<file path="config.mk">
export PLATFORM = sky130hd
export DESIGN_NAME = muldiv_unit
export DESIGN_NICKNAME = d
export VERILOG_FILES = /design/src/rtl/muldiv_unit.sv
export SDC_FILE = /design/constraint.sdc
export NUM_CORES = 1
export LEC_CHECK = 0
export ABC_CLOCK_PERIOD_IN_PS = 4450
export CELL_PAD_IN_SITES_DETAIL_PLACEMENT = 1
export CELL_PAD_IN_SITES_GLOBAL_PLACEMENT = 1
export CORE_MARGIN = 5
export CORE_UTILIZATION = 40
export DETAILED_ROUTE_END_ITERATION = 16
export PLACE_DENSITY_LB_ADDON = 0.1
export SLEW_MARGIN = 10
export SYNTH_ARGS = -nofsm -noshare
export SYNTH_HDL_FRONTEND = slang
export SYNTH_SLANG_ARGS = --single-unit
</file>
<file path="constraint.sdc">
create_clock -name clk -period 4.45 [get_ports clk]
set_clock_uncertainty 0.05 [all_clocks]
set_input_delay 0.445 -clock clk [delete_from_list [all_inputs] [get_ports clk]]
set_output_delay 0.445 -clock clk [all_outputs]
set_load 0.03 [all_outputs]
</file>
<file path="src/rtl/muldiv_unit.sv">
// rtl/muldiv_unit.sv - iterative RV32M multiply/divide unit, fixed XLEN+2 cycle latency
// Shift-add multiply and restoring divide on operand magnitudes, sign fixed up after the loop.
module muldiv_unit #(
  parameter int XLEN = 32
) (
  input  logic            clk,
  input  logic            rst,
  input  logic            start,
  input  logic            kill,
  input  logic [2:0]      funct3,
  input  logic [XLEN-1:0] rs1_data,
  input  logic [XLEN-1:0] rs2_data,
  input  logic [4:0]      rd_in,
  output logic            busy,
  output logic            stall,
  output logic            done,
  output logic [XLEN-1:0] result,
  output logic [4:0]      rd_out,
  output logic            reg_write
);
  localparam int CW = $clog2(XLEN);

  typedef enum logic [1:0] {S_IDLE, S_CALC, S_FIX, S_DONE} state_t;

  state_t          r_state, w_next;
  logic [CW-1:0]   r_cnt;
  logic [2:0]      r_f3;
  logic [4:0]      r_rd;
  logic [XLEN-1:0] r_op, r_hi, r_lo, r_result;
  logic            r_neg;

  logic            w_accept, w_s1, w_s2, w_div0, w_neg, w_ge;
  logic [XLEN-1:0] w_mag1, w_mag2, w_diff, w_quo, w_rem, w_fix;
  logic [XLEN:0]   w_sum, w_shift;
  logic [2*XLEN-1:0] w_prod;

  assign w_accept = (r_state == S_IDLE) & start & ~kill;
  assign w_s1     = rs1_data[XLEN-1] & ((funct3 == 3'b001) | (funct3 == 3'b010) | (funct3[2] & ~funct3[0]));
  assign w_s2     = rs2_data[XLEN-1] & ((funct3 == 3'b001) | (funct3[2] & ~funct3[0]));
  assign w_mag1   = w_s1 ? -rs1_data : rs1_data;
  assign w_mag2   = w_s2 ? -rs2_data : rs2_data;
  assign w_div0   = (rs2_data == '0);
  // Remainder follows the dividend sign; a zero divisor must leave the all-ones quotient unsigned.
  assign w_neg    = funct3[2] ? (funct3[1] ? w_s1 : ((w_s1 ^ w_s2) & ~w_div0)) : (w_s1 ^ w_s2);

  assign w_sum    = {1'b0, r_hi} + (r_lo[0] ? {1'b0, r_op} : '0);
  assign w_shift  = {r_hi, r_lo[XLEN-1]};
  assign w_ge     = (w_shift >= {1'b0, r_op});
  assign w_diff   = w_shift[XLEN-1:0] - r_op;

  assign w_prod   = r_neg ? -{r_hi, r_lo} : {r_hi, r_lo};
  assign w_quo    = r_neg ? -r_lo : r_lo;
  assign w_rem    = r_neg ? -r_hi : r_hi;

  always_comb begin
    w_fix = w_rem;
    case (r_f3)
      3'b000:                 w_fix = w_prod[XLEN-1:0];
      3'b001, 3'b010, 3'b011: w_fix = w_prod[2*XLEN-1:XLEN];
      3'b100, 3'b101:         w_fix = w_quo;
      default:                w_fix = w_rem;
    endcase
  end

  always_ff @(posedge clk or posedge rst) begin
    if (rst) r_state <= S_IDLE;
    else     r_state <= w_next;
  end

  always_comb begin
    w_next = r_state;
    case (r_state)
      S_IDLE:  if (w_accept) w_next = S_CALC;
      S_CALC:  if (r_cnt == CW'(XLEN-1)) w_next = S_FIX;
      S_FIX:   w_next = S_DONE;
      S_DONE:  w_next = S_IDLE;
      default: w_next = S_IDLE;
    endcase
    if (kill) w_next = S_IDLE;
  end

  always_comb begin
    busy      = (r_state == S_CALC) | (r_state == S_FIX);
    done      = (r_state == S_DONE);
    stall     = w_accept | busy;
    reg_write = done & (r_rd != 5'd0);
  end

  // Multiply keeps the multiplier in r_lo; divide keeps the dividend there and shifts quotient bits in.
  always_ff @(posedge clk or posedge rst) begin
    if (rst) begin
      r_cnt    <= '0;
      r_f3     <= '0;
      r_rd     <= '0;
      r_op     <= '0;
      r_hi     <= '0;
      r_lo     <= '0;
      r_neg    <= 1'b0;
      r_result <= '0;
    end else begin
      if (w_accept) begin
        r_f3  <= funct3;
        r_rd  <= rd_in;
        r_op  <= funct3[2] ? w_mag2 : w_mag1;
        r_lo  <= funct3[2] ? w_mag1 : w_mag2;
        r_hi  <= '0;
        r_neg <= w_neg;
        r_cnt <= '0;
      end else if (r_state == S_CALC) begin
        r_cnt <= r_cnt + 1'b1;
        if (r_f3[2]) begin
          r_hi <= w_ge ? w_diff : w_shift[XLEN-1:0];
          r_lo <= {r_lo[XLEN-2:0], w_ge};
        end else begin
          r_hi <= w_sum[XLEN:1];
          r_lo <= {w_sum[0], r_lo[XLEN-1:1]};
        end
      end
      if ((r_state == S_FIX) && !kill) r_result <= w_fix;
    end
  end

  assign result = r_result;
  assign rd_out = r_rd;
endmodule

</file>
==> summary.txt <==
Synth Area per Inst = 7.52 µm²
post-synth top area share = 0.253
clock network power share = 0.104
P_sw = 8.18 mW
die area = 39,400 µm²
Reg clk slew, reported paths = 80 ps
Fmax = 0.248 GHz
final WL = 59,000 µm
global-route wire length before repair = 90,100 µm
fin. max-slew vios = 0
Setup Total Neg Slack = 0 ps
Most used DFF post-synth = dfrtp_1
first drt pass iteration count = 5
core region area = 35,300 µm²
clk sinks = 144
syn nets = 2,045
Die X = 199 µm
root cell of the clock tree = clkbuf_16
share of cells above drive strength 1 = 0.0613
CP max FO = 8
Synth Warn # = 0
Max Cap Viol = 0
htree depth = 4
synth top area cells = dfrtp_1 25%, o21ai_0 7.7%, xnor2_1 6.6%, ha_1 6.6%, nand2_1 6.3%
routed len/inst = 24.2 µm
Yosys cell types = 74
Internal Pwr Total = 6.94 mW
WP data required = 4680 ps
via count = 14,800
register area share after synthesis = 0.253
Starting Density = 0.403
pin count of the biggest net entering global routing = 112
worst vdd rail ir drop = 0.000439 V
CP arrival = 4270 ps
Post-DP HPWL = 46,100 µm
vias per cell = 6.09
Fill cells = 4,370
GRT Total Usage = 0.296
CP cell instances = inv_1 > buf_4 > nor2_1 > ha_1 > o21a_1 > a2111oi_0 > buf_4 > o32ai_1 > a31oi_1 > buf_4 > a311oi_1 > o31ai_1 > o21ai_0 > nand3_1 > o311ai_0
row cnt = 69
Hold Path Cell Cnt = 2
relative slew slack = 0.340
Hold Crit Class = flop to flop
Worst Path Class, Setup = flop to flop
DRC viols = 0
Clk Latency, worst-skew pair = 460 ps
CP startpoint kind = flop
Combinational Power Share = 0.701
fraction of registers with async set or reset after synthesis = 1.00
Reg2Reg Depth = 15
Yosys reg bits = 144
Post-synth EDFFs = 0
endpoints failing setup = 0
min Tclk post-route = 4040 ps
# port buffers = 116
cells after synthesis = 1,892
Starting DRT DRC Count = 1,245
grt total ovfl = 0
PostCTS Resize Cnt = 0
Longest Clk Path Bufs = 2
Final Hold Fails = 0
antenna violations before repair = 0
final core occ = 0.468
Die Y = 199 µm
Post-Syn Area = 14,200 µm²
Critical Path Most Common Cell = buf_4
setup bufs post-CTS = 0
outcome = completed
IO Pins = 117
Least-Margin Pin Slew = 990 ps
fin crit share = 0.907
RePlAce Congestion = 0.943
Worst setup EP type = flop
dominant cell by count in the synthesized netlist = nand2_1
Post-synth top cells = 239 x nand2_1, 218 x o21ai_0, 163 x nor2_1
Leak Pwr = 6.84 nW
diodes inserted = 0
Max stage delay cell, worst path = a2111oi_0
Slowest Stage Delay on Critical Path = 510 ps
CTS tree = done
NumNets Final = 2,113
Seq pwr share = 0.194
number of global-route vias before repair = 14,700
Area Overhead vs Synth = 16.3%
Num CTS Buffers = 17
Switching Fraction = 0.541
RSZ-0062 raised after global routing = no
leading area contributor after synthesis = dfrtp_1
hold buffers post-CTS = 0
post-route ant nets = 0
power density cells = 914 nW/µm²
[cells by family (layout without fill, tap and decap cells)]
| group | count (synthesis) | after routing | synth area share |
|---|---|---|---|
| AOI/OAI and AO/OA | 642 | 642 | 0.276 |
| xor gates and xnor gates | 191 | 191 | 0.118 |
| adders and majority gates | 77 | 77 | 0.0688 |
| buffers and inverters | 179 | 260 | 0.0480 |
| DFF | 144 | 144 | 0.253 |
| muxes | 62 | 62 | 0.0444 |
| and+or+nand+nor | 597 | 597 | 0.192 |
[stage by stage]
| stage | cells | setup WS [ps] | power, mW | hold WS [ps] | cell area, µm² |
|---|---|---|---|---|---|
| finish | 2434 | 413 | 15.1 | 431 | 16500 |
| global route | 2434 | 129 | 16.2 | 462 | 16500 |
| CTS | 2434 | 440 | 15.0 | 439 | 16500 |
| detailed placement | 2402 | 508 | 13.3 | 423 | 15900 |
| global placement | 2402 | 613 | 13.1 | 412 | 15900 |
| floorplan | 1892 | 88.7 | 9.80 | 400 | 14200 |
[final cells by class]
cell class / count / area [µm²] / area share
Multi-Input combinational cell: 1569 / 9950 / 0.602
Inverter: 63 / 241 / 0.0146
Tap cell: 461 / 577 / 0.0349
Sequential cell: 144 / 3610 / 0.218
Clock inverter: 14 / 179 / 0.0108
Clock buffer: 18 / 429 / 0.0259
Timing Repair Buffer: 165 / 1550 / 0.0938
[path summary, 6_finish.rpt]
check / end / startpoint / slack, ps
max: r_hi[29]$_DFFE_PP0P_ / r_lo[0]$_DFFE_PP0P_ / 410
min: result[1]$_DFFE_PP0P_ / result[1]$_DFFE_PP0P_ / 430
max reg2reg: r_hi[29]$_DFFE_PP0P_ / r_lo[0]$_DFFE_PP0P_ / 410
min reg2reg: result[1]$_DFFE_PP0P_ / result[1]$_DFFE_PP0P_ / 430
max in group asynchronous: r_lo[18]$_DFFE_PP0P_ / rst / 2940
min in group asynchronous: result[31]$_DFFE_PP0P_ / rst / 530
[power groups by stage]
| stage | combinational, mW | sequential [mW] | clock (mW) |
|---|---|---|---|
| floorplan | 7.07 | 2.73 | 0 |
| global placement | 10.2 | 2.89 | 0 |
| detailed placement | 10.4 | 2.92 | 0 |
| CTS | 10.5 | 2.90 | 1.60 |
| global route | 11.5 | 3.01 | 1.66 |
| finish | 10.6 | 2.94 | 1.58 |
[layout by cell type, fill, tap and decap left out, drive strengths merged, types with 19 or more instances in the layout]
| master | n |
|---|---|
| o31ai | 34 |
| mux2i | 53 |
| nor2 | 163 |
| buf | 50 |
| o21ai | 221 |
| or3 | 27 |
| inv | 67 |
| o22ai | 25 |
| a21o | 28 |
| a21oi | 156 |
| xnor2 | 108 |
| clkdlybuf4s50 | 115 |
| xor2 | 83 |
| nand2 | 239 |
| o211ai | 53 |
| a31oi | 19 |
| nor3 | 32 |
| dfrtp | 144 |
| ha | 75 |
| nand2b | 20 |
| nand3 | 22 |
[per-layer routing]
metal | global-route usage | routed length (µm) | part of all wire | vias to the layer above
met3 | 0.0383 | 3290 | 0.056 | 76
met1 | 0.421 | 27300 | 0.46 | 7345
met5 | 0 | 0 | 0 | -
met4 | 0.0747 | 1300 | 0.022 | 0
met2 | 0.479 | 27100 | 0.46 | 489
li1 | - | - | - | 6925
[flip-flops by register name (all words and copies together) (netlist names), 2 cells and up]
name,cells
r_state,2
r_lo,32
r_op,32
r_cnt,5
r_f3,3
r_hi,32
result,32
rd_out,5
[worst max-delay path, delay by kind of cell, from the launching register on]
family | cells | cell delay [ps]
compound gates | 8 | 1970
buf+inv | 4 | 820
flops | 1 | 450
fa+ha+maj | 1 | 360
simple gates | 2 | 180
(Power assumes the default switching activity.)
